[config.mk]
export PLATFORM = sky130hd
export DESIGN_NAME = wb_port_arbiter
export DESIGN_NICKNAME = d
export VERILOG_FILES = /design/src/rtl/wb_port_arbiter.sv
export SDC_FILE = /design/constraint.sdc
export NUM_CORES = 1
export LEC_CHECK = 0
export CORE_MARGIN = 5
export CORE_UTILIZATION = 57
export CTS_CLUSTER_DIAMETER = 120
export DETAILED_ROUTE_END_ITERATION = 8
export PLACE_DENSITY = 0.83
export SYNTH_ARGS = -nofsm -noshare
export SYNTH_HDL_FRONTEND = slang
export SYNTH_SLANG_ARGS = --single-unit
[constraint.sdc]
create_clock -name clk_i -period 5.4 [get_ports clk_i]
set_clock_uncertainty 0.15 [all_clocks]
set_input_delay 1.62 -clock clk_i [delete_from_list [all_inputs] [get_ports clk_i]]
set_output_delay 1.62 -clock clk_i [all_outputs]
set_load 0.01 [all_outputs]
[src/rtl/wb_port_arbiter.sv]
// wb_port_arbiter: shares the register-file write port between the MEM/WB
// writeback and a FIFO of buffered MDU results. The pipeline normally wins.
// The MDU is forced through when its FIFO is full or its head has starved.
// Optional feature macro: WBARB_PERF_EN adds stall_cnt_o, a saturating
// count of stalled cycles.
// Handshake: an MDU result is accepted on any clock edge where mdu_valid_i
// and mdu_ready_o are both high. mdu_ready_o depends only on the FIFO count.
module wb_port_arbiter #(
    parameter int FIFO_DEPTH = 4,
    parameter int STARVE_MAX = 8
) (
    input  logic                          clk_i,
    input  logic                          rst_i,
    input  logic                          RegWrite_i,
    input  logic                          MemtoReg_i,
    input  logic [31:0]                   Data_i,
    input  logic [31:0]                   ALUout_i,
    input  logic [4:0]                    RDaddr_i,
    input  logic                          mdu_valid_i,
    output logic                          mdu_ready_o,
    input  logic [31:0]                   mdu_data_i,
    input  logic [4:0]                    mdu_rd_i,
    output logic                          stall_o,
    output logic                          rf_we_o,
    output logic [4:0]                    rf_addr_o,
    output logic [31:0]                   rf_data_o,
`ifdef WBARB_PERF_EN
    output logic [15:0]                   stall_cnt_o,
`endif
    output logic [$clog2(FIFO_DEPTH):0]   fifo_count_o
);
    localparam int AW = $clog2(FIFO_DEPTH);
    localparam int CW = AW + 1;

    typedef enum logic {S_NORM, S_FORCE} state_t;

    state_t          state_q, state_d;
    logic [FIFO_DEPTH-1:0] kill_q;
    logic [4:0]      rd_q   [FIFO_DEPTH];
    logic [31:0]     data_q [FIFO_DEPTH];
    logic [AW-1:0]   head_q, tail_q;
    logic [CW-1:0]   count_q;
    logic [3:0]      age_q;

    logic fifo_empty, fifo_full, pipe_req, mdu_req, head_drop, starved;
    logic grant_pipe, grant_mdu, push, pop;
    logic [31:0] pipe_data;

    assign fifo_empty   = (count_q == '0);
    assign fifo_full    = (count_q == CW'(FIFO_DEPTH));
    assign pipe_req     = RegWrite_i && (RDaddr_i != 5'd0);
    // A killed head or a head addressed to x0 never needs the port.
    assign mdu_req      = !fifo_empty && !kill_q[head_q] && (rd_q[head_q] != 5'd0);
    assign head_drop    = !fifo_empty && !mdu_req;
    assign starved      = (age_q >= 4'(STARVE_MAX));
    assign pipe_data    = MemtoReg_i ? Data_i : ALUout_i;
    assign push         = mdu_valid_i && !fifo_full;
    assign pop          = grant_mdu || head_drop;
    assign mdu_ready_o  = !fifo_full;
    assign fifo_count_o = count_q;
    assign stall_o      = pipe_req && grant_mdu;

    // Arbitration FSM state register.
    always_ff @(posedge clk_i or posedge rst_i) begin
        if (rst_i) state_q <= S_NORM;
        else       state_q <= state_d;
    end

    // Grant selection; S_FORCE gives the pipeline one guaranteed cycle.
    always_comb begin
        state_d    = S_NORM;
        grant_pipe = 1'b0;
        grant_mdu  = 1'b0;
        case (state_q)
            S_NORM: begin
                if (pipe_req && mdu_req && (fifo_full || starved)) begin
                    grant_mdu = 1'b1;
                    state_d   = S_FORCE;
                end else if (pipe_req) begin
                    grant_pipe = 1'b1;
                end else if (mdu_req) begin
                    grant_mdu = 1'b1;
                end
            end
            S_FORCE: begin
                if (pipe_req)     grant_pipe = 1'b1;
                else if (mdu_req) grant_mdu  = 1'b1;
            end
            default: state_d = S_NORM;
        endcase
    end

    // FIFO control: pointers, occupancy and kill flags.
    always_ff @(posedge clk_i or posedge rst_i) begin
        if (rst_i) begin
            head_q  <= '0;
            tail_q  <= '0;
            count_q <= '0;
            kill_q  <= '0;
        end else begin
            if (grant_pipe) begin
                for (int i = 0; i < FIFO_DEPTH; i++) begin
                    if (rd_q[i] == RDaddr_i) kill_q[i] <= 1'b1;
                end
            end
            if (push) begin
                kill_q[tail_q] <= grant_pipe && (mdu_rd_i == RDaddr_i);
                tail_q         <= tail_q + AW'(1);
            end
            if (pop) head_q <= head_q + AW'(1);
            case ({push, pop})
                2'b10:   count_q <= count_q + CW'(1);
                2'b01:   count_q <= count_q - CW'(1);
                default: count_q <= count_q;
            endcase
        end
    end

    // FIFO payload storage; contents are meaningless until written.
    always_ff @(posedge clk_i) begin
        if (push) begin
            rd_q[tail_q]   <= mdu_rd_i;
            data_q[tail_q] <= mdu_data_i;
        end
    end

    // Head age: counts cycles the live head is refused the port.
    always_ff @(posedge clk_i or posedge rst_i) begin
        if (rst_i)                                 age_q <= '0;
        else if (pop || fifo_empty)                age_q <= '0;
        else if (mdu_req && !grant_mdu && age_q != 4'hF) age_q <= age_q + 4'd1;
    end

    // Registered write port; address and data hold on idle cycles.
    always_ff @(posedge clk_i or posedge rst_i) begin
        if (rst_i) begin
            rf_we_o   <= 1'b0;
            rf_addr_o <= '0;
            rf_data_o <= '0;
        end else if (grant_pipe) begin
            rf_we_o   <= 1'b1;
            rf_addr_o <= RDaddr_i;
            rf_data_o <= pipe_data;
        end else if (grant_mdu) begin
            rf_we_o   <= 1'b1;
            rf_addr_o <= rd_q[head_q];
            rf_data_o <= data_q[head_q];
        end else begin
            rf_we_o   <= 1'b0;
        end
    end

`ifdef WBARB_PERF_EN
    // Saturating count of stalled cycles.
    always_ff @(posedge clk_i or posedge rst_i) begin
        if (rst_i)                              stall_cnt_o <= '0;
        else if (stall_o && stall_cnt_o != 16'hFFFF) stall_cnt_o <= stall_cnt_o + 16'd1;
    end
`endif
endmodule

==> impl_metrics.toml <==
[grt]
antenna_found_initial = 0
grt_pass1_wl_mm = 31.4
grt-ovfl-total = 0
grt_use_total_pct = 22.3
grt_max_degree = 55
grt_pass1_vias = 5919

[route]
firstDrtPassIters = 5
drtIter0Drc = 446
wire_per_inst_um = 22.6
drc_errors = 0
drt-total-wl_mm = 20.0
avgViaCountPerCell = 6.08
vias = 5389
antenna_left = 0

[floorplanning]
ios = 154
fp-row-count = 45
die_h_um = 134
die_area_mm2 = 0.0180
initial_utilization_pct = 58.0
design.core.area_mm2 = 0.0151
die_w_um = 134

[logic_synthesis]
synth_common_cells = "edfxtp_1 (148), dfrtp_1 (54), nand2_1 (38)"
avgSynthCellArea_um2 = 16.5
async_flop_share_pct = 26.7
yosys_warnings = 0
syn_inst = 532
yosys.area.top_type = "edfxtp_1"
ys_seq_area_share_pct = 66.0
synth_fp_nets = 651
synth-edff-count = 148
synth-seq-cells = 202
synth_top_area_share_pct = 50.6
yosysMostFrequentCell = "edfxtp_1"
synthDistinctLibCells = 47
synthFlopType = "edfxtp_1"
netlist_area_mm2 = 0.00878
ys_top_cells_by_area = "edfxtp_1 (51%), dfrtp_1 (15%), mux4_2 (9.0%)"

[power]
vdd_ir_drop_max_mv = 0.301
power_density_mw_per_mm2 = 519
power.static_leakage_nw = 3.99

[sta]
rsz0062_at_grt = "false"
fin_crit_sh_pct = 96.8
setup_tns_ns = 0
max_freq_mhz = 191
worst_slew_pin_slew_ns = 1.08
max_slew_margin_pct = 27.8
slew_violations = 0
timing.final.crit_period_ns = 5.23
finalSetupViolCount = 0
hold_viol = 0

[min_path]
hold_depth = 1
hold_class = "flip-flop to flip-flop"

[critical_path]
cp_common_cell = "clkdlybuf4s50_1"
cpPeakStageDelay_ns = 0.55
crit_type = "input pin to output pin"
worstRegToRegCells = 10
start_kind = "input pin"
cp.arrival_ns = 3.46
endpoint_kind = "output pin"
critPathSlowestCell = "or4_1"
crit_chain = "clkdlybuf4s50_1, or4_1, o21a_1, nand2_1, nor2_1, clkdlybuf4s50_1"
required_ns = 3.63
crit_fanout = 2

[clock_tree]
cts_buffer_depth = 3
cts_sinks = 202
post_cts_buffers = 0
cts_root_buf = "clkbuf_16"
cts.clk_slew.worst_paths_ns = 0.06
holdBufCountCts = 0
cts_buffers = 21
clkLatencyLatePin_ns = 0.48
cts_resized = 0
htreeDepth = 1
cts_tree = "done"

[finish]
fin_nets = 802
drive_above_1_share_pct = 13.5
antenna_cells = 0
area_growth_syn_to_layout_pct = 25.9
post-route-util_pct = 73.0

[place]
port_buffers = 153
gp_congestion = 0.880
dp_hpwl_mm = 12.8

[outcome]
outcome = "complete, no violations"

[run]
maxCapViolations = 0
[cell type report]
cell class                      instances  area [µm²]
Sequential cell                       202        5800
Fill cell                             969        4090
Multi-Input combinational cell        277        2720
Timing Repair Buffer                  164        1610
Clock buffer                           25         541
Tap cell                              188         235
Clock inverter                         13        87.6
Inverter                               17        63.8
[cell families (layout without fill, tap and decap cells)]
| logic type | count (synthesis) | after routing | share of synthesized area [%] |
|---|---|---|---|
| buffers and inverters | 53 | 219 | 3.12 |
| AND/OR/NAND/NOR | 106 | 106 | 6.17 |
| multiplexers | 73 | 73 | 13.9 |
| AO/OA/AOI/OAI | 58 | 58 | 6.44 |
| adder cells (fa/ha/maj) | 8 | 8 | 1.23 |
| XOR/XNOR | 32 | 32 | 3.19 |
| flip-flops | 202 | 202 | 66.0 |
[worst max-delay path, delay by kind of cell]
| family | cells | cell delay [ns] |
|---|---|---|
| and+or+nand+nor | 3 | 0.71 |
| AOI/OAI and AO/OA | 1 | 0.21 |
| buffers and inverters | 2 | 0.92 |
[metal layers]
metal  wire length, µm  vias up  GRT usage (%)
li1                  -     2394              -
met4               769        0           9.28
met1              7670     2725           28.2
met5                 0        -              0
met2             10200      211           38.5
met3              1330       59           4.01
[placed cells by master, fill, tap and decap left out, types with 7 or more instances in the layout]
cell,synthesis,routed
ha_1,7,7
mux2i_1,34,34
nand2_1,38,38
or3_1,33,33
edfxtp_1,148,148
nand3_1,7,7
mux4_2,35,35
xnor2_1,17,17
o221a_1,29,29
clkinv_1,0,7
buf_4,0,11
inv_1,16,11
nor2_1,10,9
clkdlybuf4s50_1,0,152
clkbuf_16,0,21
dfrtp_1,54,52
xor2_1,15,15
[metrics by stage]
stage	total power, mW	hold slack [ns]	cell area [µm²]	instances	setup slack (ns)
final	5.74	0.361	11100	886	0.171
after global routing	6.03	0.365	11100	886	0.0488
after CTS	5.78	0.355	11100	886	0.164
after detailed placement	4.45	0.342	10400	848	0.171
after global placement	4.37	0.338	10400	848	0.164
after floorplan	3.69	0.317	8780	532	0.594
[flip-flops by register name, indices dropped and copies added, names as in the netlist]
register	count
age_q	4
kill_q	4
fifo_count_o	3
tail_q	2
data_q	128
state_q	1
head_q	2
rf_data_o	32
rf_we_o	1
rf_addr_o	5
rd_q	20
[report_power, final]
group	internal [mW]	switching [mW]
sequential	2.13	0.205
combinational	1.05	1.03
clock	0.762	0.562
total	3.95	1.79
[final timing paths]
| path | endpoint | slack [ns] | start |
|---|---|---|---|
| min | kill_q[1]$_DFF_PP0_ | 0.36 | kill_q[1]$_DFF_PP0_ |
| max | stall_o | 0.17 | RDaddr_i[1] |
| min reg2reg | kill_q[1]$_DFF_PP0_ | 0.36 | kill_q[1]$_DFF_PP0_ |
| max in group asynchronous | head_q[1]$_DFFE_PP0P_ | 3.02 | rst_i |
| max reg2reg | fifo_count_o[2]$_DFFE_PP0P_ | 1.75 | head_q[0]$_DFFE_PP0P_ |
| min in group asynchronous | fifo_count_o[1]$_DFFE_PP0P_ | 1.54 | rst_i |
Note: power is estimated with default switching activity, not from simulation.
==> edit (same settings) <==
`FIFO_DEPTH`: 4 -> 8.
--- a/src/rtl/wb_port_arbiter.sv
+++ b/src/rtl/wb_port_arbiter.sv
@@ -8,3 +8,3 @@
 module wb_port_arbiter #(
-    parameter int FIFO_DEPTH = 4,
+    parameter int FIFO_DEPTH = 8,
     parameter int STARVE_MAX = 8
Ports: changed (resized fifo_count_o); port bits go from 154 to 155. No check against the original RTL was run, so the function may have changed too.
==> edit against the original RTL <==
Hold slack worse by 0.019 ns. Setup slack got worse by 0.051 ns. Sequential cell count increased by 155. Count of clock-buffer cells in the layout up 21. Non-clock buffer count grew 21. Wire length grew 75%. Die area up 68%. Design area grew 67%. Critical path depth is 1 lower. Cell count is 56% higher. Combinational power rose by 66%. Total power up 72%. Area after synthesis grew 74%. Largest power group unchanged.
==> edit: results (changes against the original RTL) <==
• finished clean — status
• 38.4% — global routing usage on met2, -0.11 points
• 17600 µm — met2 wire length, +72%
• edfxtp_1 (296), mux4_2 (74), dfrtp_1 (61), nand2_1 (49), nand3_1 (42) — most frequent cells after synthesis
• 9.72% — portion of the layout cell area used by non-clock buffers, -4.8 points
• 21000 µm — HPWL after DPL, +64%
• 18.1 µm² — synthesized area per cell, +9.6%
• 32.3% — GR Layer Usage met1, +4.1 points
• 846 — number of standard cells after synthesis, +59%
• 35000 µm — Total Routed Length, +75%
• edfxtp_1 (58%), mux4_2 (11%), dfrtp_1 (10%) — dominant cells by area after synthesis
• 46 — clk_buf instances, +84%
• 883 — DRT iter0 DRCs, +98%
• 3.09% — parity-gate share of the synthesized area counting xor and xnor cells, -0.10 points
• 25.3 µm — per-cell routed wire length, +12%
• 1667 — Fillers, +72%
• 3 — initial antenna violation count, +3
• 296 — count of flip-flops with a built-in enable after synthesis, +100%
• fifo_count_o[3] — end of the worst register-to-register path
• 16.6% — mux cell area share after synthesis, +2.7 points
• 0.291 mV — maximum vdd drop, -3.3%
• 12 — cells on worst reg2reg path, +2
• 68.1% — part of the Yosys area used for sequential elements, +2.1 points
• 23.8% — layout cells sized above 1, +10 points
• 54 — library cells used by synthesis, +15%
• 1 — count of inserted antenna diode cells, +1
• 4.92% — post-synthesis compound-gate area fraction, -1.5 points
• 2 — Clock H-tree levels, +1
• 0.51 ns — clock latency on the worst-skew pair, +0.03 ns
• 1134 — fin nets, +41%
• 185 — number of ordinary and repair buffers in the finished layout, +13%
edit: cell types whose count changed in the layout (fill, tap and decap cells not counted), sizes merged, moves of 7 or more:
| cell | unedited run | this run |
|---|---|---|
| buf | 12 | 32 |
| nand3 | 7 | 42 |
| mux2 | 1 | 37 |
| o221a | 32 | 0 |
| xnor2 | 17 | 34 |
| edfxtp | 148 | 296 |
| or3 | 33 | 4 |
| o221ai | 1 | 34 |
| dfrtp | 54 | 61 |
| mux4 | 38 | 76 |
| nand2 | 38 | 49 |
| clkbuf | 25 | 46 |
edit: cell families after synthesis:
logic type / after synthesis
xor gates and xnor gates: 54
and+or+nand+nor: 135
muxes: 153
adders and majority gates: 8
buffers and inverters: 71
DFF: 357
AOI/OAI and AO/OA: 68
edit: worst max-delay path, delay by kind of cell:
| kind | cells | cell delay [ns] |
|---|---|---|
| compound gates | 1 | 0.22 |
| buf+inv | 2 | 0.92 |
| simple gates | 2 | 0.75 |
edit: worst min-delay path by stage:
stage	from	endpoint	slack, ns
5_1_grt	kill_q[4]	kill_q[4]	0.37
6_report	kill_q[1]	kill_q[1]	0.34
4_1_cts	kill_q[1]	kill_q[1]	0.34
3_5_place_dp	kill_q[4]	kill_q[4]	0.32
2_1_floorplan	kill_q[3]	kill_q[3]	0.30
3_3_place_gp	kill_q[7]	kill_q[7]	0.32
edit: report_power, final:
part	switching, mW	leakage [nW]	internal, mW
Sequential	0.392	3.43	3.57
Clock	1.01	0.565	1.44
Combinational	1.74	2.36	1.72
edit: through the flow:
stage | setup WS (ns) | util, %
after floorplan | 0.143 | -
after global placement | 0.185 | 64.7
after detailed placement | 0.131 | 64.7
after CTS | 0.123 | 69.1
after global routing | 0.0947 | 69.1
final | 0.120 | 69.1
